--- config.mk ---
export PLATFORM = sky130hd
export DESIGN_NAME = cordic_hyp_iter
export DESIGN_NICKNAME = d
export VERILOG_FILES = /design/src/rtl/cordic_hyp_pkg.sv /design/src/rtl/cordic_hyp_step.sv /design/src/rtl/cordic_hyp_iter.sv
export SDC_FILE = /design/constraint.sdc
export NUM_CORES = 1
export LEC_CHECK = 0
export ABC_AREA = 1
export CAP_MARGIN = 0
export CORE_MARGIN = 8
export CORE_UTILIZATION = 57
export DETAILED_ROUTE_END_ITERATION = 8
export PLACE_DENSITY_LB_ADDON = 0.25
export SYNTH_ARGS = -nofsm -noshare
export SYNTH_HDL_FRONTEND = slang
export SYNTH_SLANG_ARGS = --single-unit
--- constraint.sdc ---
create_clock -name clk -period 5.8 [get_ports clk]
set_clock_uncertainty 0.05 [all_clocks]
set_input_delay 0.58 -clock clk [delete_from_list [all_inputs] [get_ports clk]]
set_output_delay 0.58 -clock clk [all_outputs]
set_load 0.02 [all_outputs]
--- src/rtl/cordic_hyp_pkg.sv ---
// Shared constants and helpers for the folded hyperbolic CORDIC engine.
package cordic_hyp_pkg;

    localparam int unsigned TAB_LEN = 30;
    localparam int unsigned SHIFT_W = 5;

    localparam logic MODE_ROT = 1'b0;
    localparam logic MODE_VEC = 1'b1;

    typedef enum logic [1:0] {
        ST_IDLE = 2'd0,
        ST_RUN  = 2'd1,
        ST_DONE = 2'd2
    } state_t;

    // atanh(2^-i) in Q2.30; for i >= 10 the cubic term is below half an LSB.
    function automatic logic [31:0] atanh_tab(input int unsigned i);
        logic [31:0] v;
        case (i)
            1:       v = 32'd589812981;
            2:       v = 32'd274247418;
            3:       v = 32'd134923406;
            4:       v = 32'd67196451;
            5:       v = 32'd33565361;
            6:       v = 32'd16778582;
            7:       v = 32'd8388779;
            8:       v = 32'd4194325;
            9:       v = 32'd2097155;
            default: v = (i >= 10 && i <= TAB_LEN) ? (32'd1 << (30 - i)) : 32'd0;
        endcase
        return v;
    endfunction

    // Shift for step k: 1,2,3,4,4,5,...,13,13,14,...
    function automatic logic [SHIFT_W-1:0] shift_of(input int unsigned k);
        int unsigned s;
        if (k < 4)       s = k + 1;
        else if (k < 14) s = k;
        else             s = k - 1;
        return SHIFT_W'(s);
    endfunction

    // Table entry rounded to nearest at an aw-bit Q2.(aw-2) angle.
    function automatic logic [31:0] atanh_q(input int unsigned s, input int unsigned aw);
        logic [32:0] t;
        t = {1'b0, atanh_tab(s)};
        if (aw < 32) t = (t + (33'd1 << (31 - aw))) >> (32 - aw);
        return t[31:0];
    endfunction

endpackage

--- src/rtl/cordic_hyp_step.sv ---
// One combinational hyperbolic micro-rotation, shared across all iterations.
module cordic_hyp_step
    import cordic_hyp_pkg::*;
#(
    parameter int unsigned WIDTH   = 16,
    parameter int unsigned ANGLE_W = 16
) (
    input  logic signed [WIDTH-1:0]   i_x,
    input  logic signed [WIDTH-1:0]   i_y,
    input  logic signed [ANGLE_W-1:0] i_z,
    input  logic [SHIFT_W-1:0]        i_s,
    input  logic signed [ANGLE_W-1:0] i_atanh,
    input  logic                      i_mode,
    output logic signed [WIDTH-1:0]   o_x,
    output logic signed [WIDTH-1:0]   o_y,
    output logic signed [ANGLE_W-1:0] o_z
);

    logic                    w_pos;
    logic signed [WIDTH-1:0] w_xs;
    logic signed [WIDTH-1:0] w_ys;

    // d = +1: rotation when z >= 0, vectoring when y < 0
    assign w_pos = (i_mode == MODE_VEC) ? i_y[WIDTH-1] : ~i_z[ANGLE_W-1];
    assign w_xs  = i_x >>> i_s;
    assign w_ys  = i_y >>> i_s;

    assign o_x = w_pos ? (i_x + w_ys)    : (i_x - w_ys);
    assign o_y = w_pos ? (i_y + w_xs)    : (i_y - w_xs);
    assign o_z = w_pos ? (i_z - i_atanh) : (i_z + i_atanh);

endmodule

--- src/rtl/cordic_hyp_iter.sv ---
// Folded hyperbolic CORDIC: a single step unit reused for ITER cycles per operand.
module cordic_hyp_iter
    import cordic_hyp_pkg::*;
#(
    parameter int unsigned WIDTH   = 16,
    parameter int unsigned ANGLE_W = 16,
    parameter int unsigned ITER    = 16
) (
    input  logic                      clk,
    input  logic                      reset,
    input  logic                      in_valid,
    output logic                      in_ready,
    input  logic                      mode,
    input  logic signed [WIDTH-1:0]   x_in,
    input  logic signed [WIDTH-1:0]   y_in,
    input  logic signed [ANGLE_W-1:0] z_in,
    output logic                      out_valid,
    input  logic                      out_ready,
    output logic signed [WIDTH-1:0]   x_out,
    output logic signed [WIDTH-1:0]   y_out,
    output logic signed [ANGLE_W-1:0] z_out,
    output logic                      busy
);

    localparam int unsigned      CNT_W     = (ITER > 1) ? $clog2(ITER) : 1;
    localparam logic [CNT_W-1:0] LAST_STEP = CNT_W'(ITER - 1);

    state_t                    r_state, w_state_nxt;
    logic [CNT_W-1:0]          r_cnt, w_cnt_nxt;
    logic                      r_mode, w_mode_nxt;
    logic signed [WIDTH-1:0]   r_x, r_y, w_x_nxt, w_y_nxt;
    logic signed [ANGLE_W-1:0] r_z, w_z_nxt;
    logic signed [WIDTH-1:0]   w_step_x, w_step_y;
    logic signed [ANGLE_W-1:0] w_step_z, w_atanh;
    logic [SHIFT_W-1:0]        w_shift;

    assign w_shift = shift_of(32'(r_cnt));
    assign w_atanh = ANGLE_W'(atanh_q(32'(w_shift), ANGLE_W));

    cordic_hyp_step #(
        .WIDTH   (WIDTH),
        .ANGLE_W (ANGLE_W)
    ) u_step (
        .i_x     (r_x),
        .i_y     (r_y),
        .i_z     (r_z),
        .i_s     (w_shift),
        .i_atanh (w_atanh),
        .i_mode  (r_mode),
        .o_x     (w_step_x),
        .o_y     (w_step_y),
        .o_z     (w_step_z)
    );

    assign in_ready  = (r_state == ST_IDLE) && !reset;
    assign out_valid = (r_state == ST_DONE);
    assign busy      = (r_state != ST_IDLE);
    assign x_out     = r_x;
    assign y_out     = r_y;
    assign z_out     = r_z;

    // Next-state and datapath select
    always_comb begin
        w_state_nxt = r_state;
        w_cnt_nxt   = r_cnt;
        w_mode_nxt  = r_mode;
        w_x_nxt     = r_x;
        w_y_nxt     = r_y;
        w_z_nxt     = r_z;
        case (r_state)
            ST_IDLE: begin
                if (in_valid && in_ready) begin
                    w_state_nxt = ST_RUN;
                    w_cnt_nxt   = '0;
                    w_mode_nxt  = mode;
                    w_x_nxt     = x_in;
                    w_y_nxt     = y_in;
                    w_z_nxt     = z_in;
                end
            end
            ST_RUN: begin
                w_x_nxt   = w_step_x;
                w_y_nxt   = w_step_y;
                w_z_nxt   = w_step_z;
                w_cnt_nxt = r_cnt + CNT_W'(1);
                if (r_cnt == LAST_STEP) w_state_nxt = ST_DONE;
            end
            ST_DONE: begin
                if (out_ready) w_state_nxt = ST_IDLE;
            end
            default: w_state_nxt = ST_IDLE;
        endcase
    end

    always_ff @(posedge clk) begin
        if (reset) begin
            r_state <= ST_IDLE;
            r_cnt   <= '0;
            r_mode  <= MODE_ROT;
            r_x     <= '0;
            r_y     <= '0;
            r_z     <= '0;
        end else begin
            r_state <= w_state_nxt;
            r_cnt   <= w_cnt_nxt;
            r_mode  <= w_mode_nxt;
            r_x     <= w_x_nxt;
            r_y     <= w_y_nxt;
            r_z     <= w_z_nxt;
        end
    end

endmodule

## Word-level counts from Yosys, hierarchy flattened

Cells that the tools add are included.

| cells by class | value |
|---|---|
| add/sub/neg operators | 11 |
| $lt $le $gt $ge | 4 |
| eq/ne operators | 15 |
| shift operators | 3 |
| mux-type cells | 20 |
| bitwise gates (word level) | 1 |
| reduce and logical (&&, ||, !) cells | 10 |

Operators with widths:

| operator | number |
|---|---|
| case mux 32 bit (9 select lines) | 1 |
| two-way mux 16 bit | 6 |
| case mux 16 bit (2 select lines) | 3 |
| adder 16 bit | 3 |
| subtractor 16 bit | 3 |
| adder 32 x 16 -> 32 bit, second input constant | 1 |
| two-way mux 32 bit | 1 |
| << shifter 1 x 32 -> 32 bit, first input constant | 1 |
| >>> shifter 16 x 5 -> 16 bit | 2 |
| equality test 5 x 3 -> 1 bit, second input constant | 4 |
| equality test 5 x 2 -> 1 bit, second input constant | 2 |
| equality test 5 x 4 -> 1 bit, second input constant | 2 |
| two-way mux 5 bit | 2 |
| case mux 4 bit (2 select lines) | 1 |
| two-way mux 2 bit | 3 |
| case mux 2 bit (3 select lines) | 1 |
| subtractor 5 x 5 -> 6 bit, first input constant | 1 |
| adder 4 x 1 -> 5 bit, second input constant | 1 |
| equality test 5 x 1 -> 1 bit, second input constant | 1 |
| greater-or-equal comparator 5 x 4 -> 1 bit, second input constant | 1 |
| less-or-equal comparator 5 bit, second input constant | 1 |
| subtractor 4 x 1 -> 5 bit, second input constant | 1 |
| adder 4 x 1 -> 4 bit, second input constant | 1 |
| equality test 4 bit, second input constant | 1 |
| other kinds (15) | 20 |

| storage, ports and cells | value |
|---|---|
| register bits | 55 |
| output and inout bits | 51 |
| word-level logic and storage cells | 70 |

## Logic depth before layout (Yosys ltp)

Gate-level depths: netlist (run 1).

| logic depth | value |
|---|---|
| depth in word-level cells | 11 |
| depth in mapped cells | 39 |
| gate-level depth less buffers | 37 |

## By module

From an unflattened synthesis (run 1), not the netlist that was laid out.

| second synthesis, totals | value |
|---|---|
| cell total of the unflattened synthesis | 1324 |
| area total of the unflattened synthesis | 7886.3 um^2 |

Modules (own cells, without submodules):

| module | instances | cells each | area an instance (um^2) |
|---|---|---|---|
| cordic_hyp_step | 1 | 875 | 4828.4 |
| cordic_hyp_iter | 1 | 449 | 3057.9 |

## Least setup slack after synthesis (run 1)

Ideal clock, no wire load.

| path | value |
|---|---|
| kind | flip-flop to flip-flop |
| from | register r_cnt[0] |
| to | register r_z[13] (netlist: z_out[13]) |
| setup time | 0.134 ns |
| arrival time | 5.053 ns |
| required time | 5.616 ns |
| slack | 0.563 ns |
| cell stages (with the launch flop) | 32 |
| buffers on the path | 1 |
| period minus slack after synthesis | 5.237 ns |
| path through | dfxtp_1 inv_1 ha_1 o21ai_2 nand2_4 inv_2 buf_4 ha_1 or2_0 or2_1 o41ai_1 ha_1 inv_1 nand3_1 nand2_1 inv_1 ha_1 o21ai_0 ha_1 inv_1 nand2_1 a21oi_1 o21ai_0 inv_1 o21ai_0 a31oi_1 o21ai_0 nand2_1 nand2_1 xor2_1 o21ai_0 a21oi_1 |

| between the ends | value |
|---|---|
| longest elaborated chain between the ends | 11 |
| elaborated cells between the ends (all ways) | 27 |
| those cells by class | 6 x add/sub; 4 x order compare; 9 x eq/ne; 1 x shift; 6 x mux; 1 x reduce/logical |

RTL lines:

| what | RTL line | source |
|---|---|---|
| start, declared | cordic_hyp_iter.sv:29 | `logic [CNT_W-1:0] r_cnt, w_cnt_nxt;` |
| start signal, assigned | cordic_hyp_iter.sv:105 | `r_cnt <= w_cnt_nxt;` |
| subtractor 4 x 1 -> 5 bit or less-than comparator 4 bit (tied branches) | cordic_hyp_pkg.sv:39, cordic_hyp_pkg.sv:38 |  |
| two-way mux 5 bit | cordic_hyp_pkg.sv:38 | `else if (k < 14) s = k;` |
| two-way mux 5 bit (*) | cordic_hyp_pkg.sv:37 | `if (k < 4) s = k + 1;` |
| subtractor 5 x 5 -> 6 bit, or another cell as far along | cordic_hyp_pkg.sv:29 | `default: v = (i >= 10 && i <= TAB_LEN) ? (32'd1 << (30 - i)) : 32'd0;` |
| << shifter 1 x 32 -> 32 bit or logical AND 1 bit (tied branches) | cordic_hyp_pkg.sv:29 |  |
| two-way mux 32 bit | cordic_hyp_pkg.sv:29 |  |
| case mux 32 bit (9 select lines) (*) | cordic_hyp_pkg.sv:19 | `case (i)` |
| adder 32 x 16 -> 32 bit (*) | cordic_hyp_pkg.sv:47 | `if (aw < 32) t = (t + (33'd1 << (31 - aw))) >> (32 - aw);` |
| adder 16 bit or subtractor 16 bit (tied branches) | cordic_hyp_step.sv:30 | `assign o_z = w_pos ? (i_z - i_atanh) : (i_z + i_atanh);` |
| two-way mux 16 bit (*) | cordic_hyp_step.sv:30 |  |
| case mux 16 bit (2 select lines) (*) | cordic_hyp_iter.sv:70 | `case (r_state)` |
| end signal, assigned | cordic_hyp_iter.sv:109 | `r_z <= w_z_nxt;` |
| end, declared | cordic_hyp_iter.sv:32 | `logic signed [ANGLE_W-1:0] r_z, w_z_nxt;` |

Every way passes the cells marked *; elsewhere a longest branch is shown, timed or not.
A chain may end at the register's enable or synchronous reset.

## Final worst setup path (run 1)

| path | value |
|---|---|
| from | register r_cnt[1] |
| to | register r_z[13] (netlist: z_out[13]) |

The elaborated chain is that of the path after synthesis.

==> results of run 1 <==
[per-stage QoR]
step / setup WS, ns / setup TNS (ns) / util / hold slack [ns]
CTS: 0.100 / 0 / 0.673 / 0.443
finish: 0.346 / 0 / 0.675 / 0.447
floorplan: 0.563 / 0 / - / 0.405
global route: -0.00834 / -0.0139 / 0.675 / 0.473
detailed placement: 0.135 / 0 / 0.660 / 0.432
global placement: 0.405 / 0 / 0.660 / 0.426
[worst register-to-register path: cells and delay by family (launching register included)]
| family | cells | cell delay [ns] |
|---|---|---|
| AO/OA/AOI/OAI | 7 | 1.41 |
| flip-flops | 1 | 0.38 |
| buffers and inverters | 5 | 0.45 |
| XOR/XNOR | 2 | 0.39 |
| adder cells (fa/ha/maj) | 4 | 1.15 |
| AND/OR/NAND/NOR | 12 | 1.50 |
[path summary, 6_finish.rpt]
check                               from         to
worst max register to register  r_cnt[1]  z_out[13]
worst min register to register    r_mode     r_mode
worst max-delay path            r_cnt[1]  z_out[13]
worst min-delay path              r_mode     r_mode
[cells in the final DEF, fill, tap and decap left out, types with 24 or more instances in the layout]
master	n
inv_1	122
nand2_2	24
xor2_1	44
nand2_1	392
o21ai_0	65
nand3_1	147
a21oi_1	84
dfxtp_1	54
ha_1	55
nor2_1	65
a31oi_1	32
clkdlybuf4s50_1	102
[final cells by class]
| type | instances | area [µm²] |
|---|---|---|
| Clock inverter | 3 | 50.0 |
| Multi-Input combinational cell | 1034 | 5710 |
| Timing Repair Buffer | 120 | 1150 |
| Tap cell | 176 | 220 |
| Sequential cell | 55 | 1100 |
| Fill cell | 1271 | 4270 |
| Inverter | 135 | 514 |
| Clock buffer | 5 | 125 |
[what timing repair did]
item | in CTS | in global routing
hold endpoints to repair | 0 | 0
resized for setup | 0 | 9
endpoints found under the setup margin | 0 | 5
[power by group through the flow]
stage / combinational [W] / sequential [W] / clock (W)
after floorplan: 0.00227 / 0.000686 / 0
after global placement: 0.00314 / 0.000633 / 0
after detailed placement: 0.00316 / 0.000632 / 0
after CTS: 0.00318 / 0.000625 / 0.000392
after global routing: 0.00365 / 0.000642 / 0.000403
final: 0.00326 / 0.000634 / 0.000389
[metal layers]
| layer | global-route usage | share of wire | vias up | routed length, µm |
|---|---|---|---|---|
| met5 | 0 | 0 | - | 0 |
| met4 | 0.0830 | 0.021 | 0 | 537 |
| met3 | 0.0697 | 0.11 | 35 | 2840 |
| met2 | 0.399 | 0.40 | 407 | 10200 |
| met1 | 0.419 | 0.47 | 3967 | 12000 |
| li1 | - | - | 4395 | - |
[state kept, by name, indices dropped and copies added (netlist names)]
name and count:
z_out 16, x_out 16, r_cnt 4, r_mode 1
y_out 16, r_state 2
[cells by family (layout without fill, tap and decap cells)]
group           Yosys count  in the layout
simple gates            692            692
xor+xnor                 55             55
flops                    55             55
compound gates          228            228
fa+ha+maj                59             59
buf+inv                 187            263
==> results.sh, run 1 <==
export IMPL_status="finished, final reports clean"
export IMPL_p_seq_frac=0.148
export IMPL_synth_top_family_by_area="simple AND/OR/NAND/NOR gates"
export IMPL_clkLatencyLatePin_ns=0.32
export IMPL_path_depth=30
export IMPL_synth_most_common_cell="nand2_1"
export IMPL_hold_violations=0
export IMPL_synth_edf_count=0
export IMPL_finalPower_w=0.00429
export IMPL_grt_setup_unrepaired="yes"
export IMPL_synth_top_area_cell="nand2_1"
export IMPL_die_area_mm2=0.0172
export IMPL_ys_types=51
export IMPL_grt_pass1_wl_um=41100
export IMPL_fmax_mhz=183
export IMPL_r2r_cells=30
export IMPL_top_level_ports=104
export IMPL_grt_pass1_vias=7923
export IMPL_rows=42
export IMPL_timing_final_crit_period_ns=5.45
export IMPL_synth_top_area_share=0.194
export IMPL_antenna_cells=0
export IMPL_vias=8804
export IMPL_fin_nets=1463
export IMPL_track_usage=0.286
export IMPL_synth_main_ff_cell="dfxtp_1"
export IMPL_overflow=0
export IMPL_crit_top_cell="nand2_1"
export IMPL_seq_area_frac_synth=0.145
export IMPL_cp_end_kind="flip-flop"
export IMPL_wl_per_cell_um=16.7
export IMPL_p_per_area_mw_per_mm2=483
export IMPL_firstDrtPassIters=6
export IMPL_drive_above_1_share=0.0858
export IMPL_synthAdderAreaFrac=0.100
export IMPL_max_vdd_ir_drop_mv=0.320
export IMPL_hpwl_um=19500
export IMPL_yosys_warnings=0
export IMPL_drtIter0Drc=1028
export IMPL_die_h_um=131
export IMPL_p_int_w=0.00188
export IMPL_cts_tree="yes"
export IMPL_muxShareOfSynthArea=0
export IMPL_syn_to_final_growth_pct=17.0
export IMPL_clkSinkCount=55
export IMPL_synth_area_leaders="nand2_1 19%, dfxtp_1 15%, nand3_1 9.7%"
export IMPL_place_gp_congestion=0.934
export IMPL_path_clk_slew_ns=0.08
export IMPL_syn_inst=1276
export IMPL_synthTopCellsByCount="392 x nand2_1, 147 x nand3_1, 122 x inv_1, 84 x a21oi_1, 68 x o21ai_0"
export IMPL_slowest_delay_ns=0.38
export IMPL_cp_max_fo=5
export IMPL_fin_crit_sh=0.940
export IMPL_cts_setup_buffers=0
export IMPL_grt_antenna_before_repair=0
export IMPL_die_w_um=131
export IMPL_fin_cells=1528
export IMPL_p_clk_frac=0.091
export IMPL_grt_max_degree=45
export IMPL_hold_path_class="flip-flop to flip-flop"
export IMPL_synth_compound_area_share=0.175
export IMPL_reg2reg_slack_ns=0.35
export IMPL_required_ns=5.94
export IMPL_final_area_mm2=0.00887
export IMPL_coreArea_mm2=0.0131
export IMPL_synth_area_mm2=0.00758
export IMPL_maxCapViolations=0
export IMPL_clockBufferDepth=2
export IMPL_swShare=0.562
export IMPL_syn_nets=1388
export IMPL_worstMarginPinSlew_ns=0.929
export IMPL_critical_path_top_delay_family="simple AND/OR/NAND/NOR gates"
export IMPL_cts_inserted_buffers=5
export IMPL_final_antenna_net_count=0
export IMPL_pwr_share_comb=0.761
export IMPL_slowest_stage="dfxtp_2"
export IMPL_report_final_setup_viol=0
export IMPL_synth_simple_area_share=0.410
export IMPL_async_reset_ff_frac=0
export IMPL_drc=0
export IMPL_place_inst=1520
export IMPL_power_switching_w=0.00241
export IMPL_p_leak_nw=4.13
export IMPL_place_area_mm2=0.00867
export IMPL_routed_wl_um=25500
export IMPL_start_util=0.577
export IMPL_cts_hold_buf=0
export IMPL_htree_levels=2
export IMPL_post_synth_xor_area_fraction=0.0635
export IMPL_viasPerCell=5.76
export IMPL_ys_ff_latch=55
export IMPL_critical_path_class="flip-flop to flip-flop"
export IMPL_relSlewSlack=0.380
export IMPL_avgSynthCellArea_um2=5.94
export IMPL_worstPathBufferInverterCount=5
export IMPL_report_final_slew_viol_count=0
export IMPL_worstSetupStartpointType="flip-flop"
export IMPL_arrival_ns=5.59
export IMPL_root_buffer="clkbuf_16"
export IMPL_portBuffers=103
export IMPL_holdPathStages=2
Power figures use the tool's default switching activity.
==> run 2: changes to the inputs <==
--- a/config.mk
+++ b/config.mk
@@ -11,6 +11,7 @@
 export CORE_UTILIZATION = 57
 export DETAILED_ROUTE_END_ITERATION = 8
 export PLACE_DENSITY_LB_ADDON = 0.25
+export SLEW_MARGIN = 20
 export SYNTH_ARGS = -nofsm -noshare
 export SYNTH_HDL_FRONTEND = slang
 export SYNTH_SLANG_ARGS = --single-unit
==> results of run 2 <==
No change in the layout: final DEF, timing and power equal those of run 1.
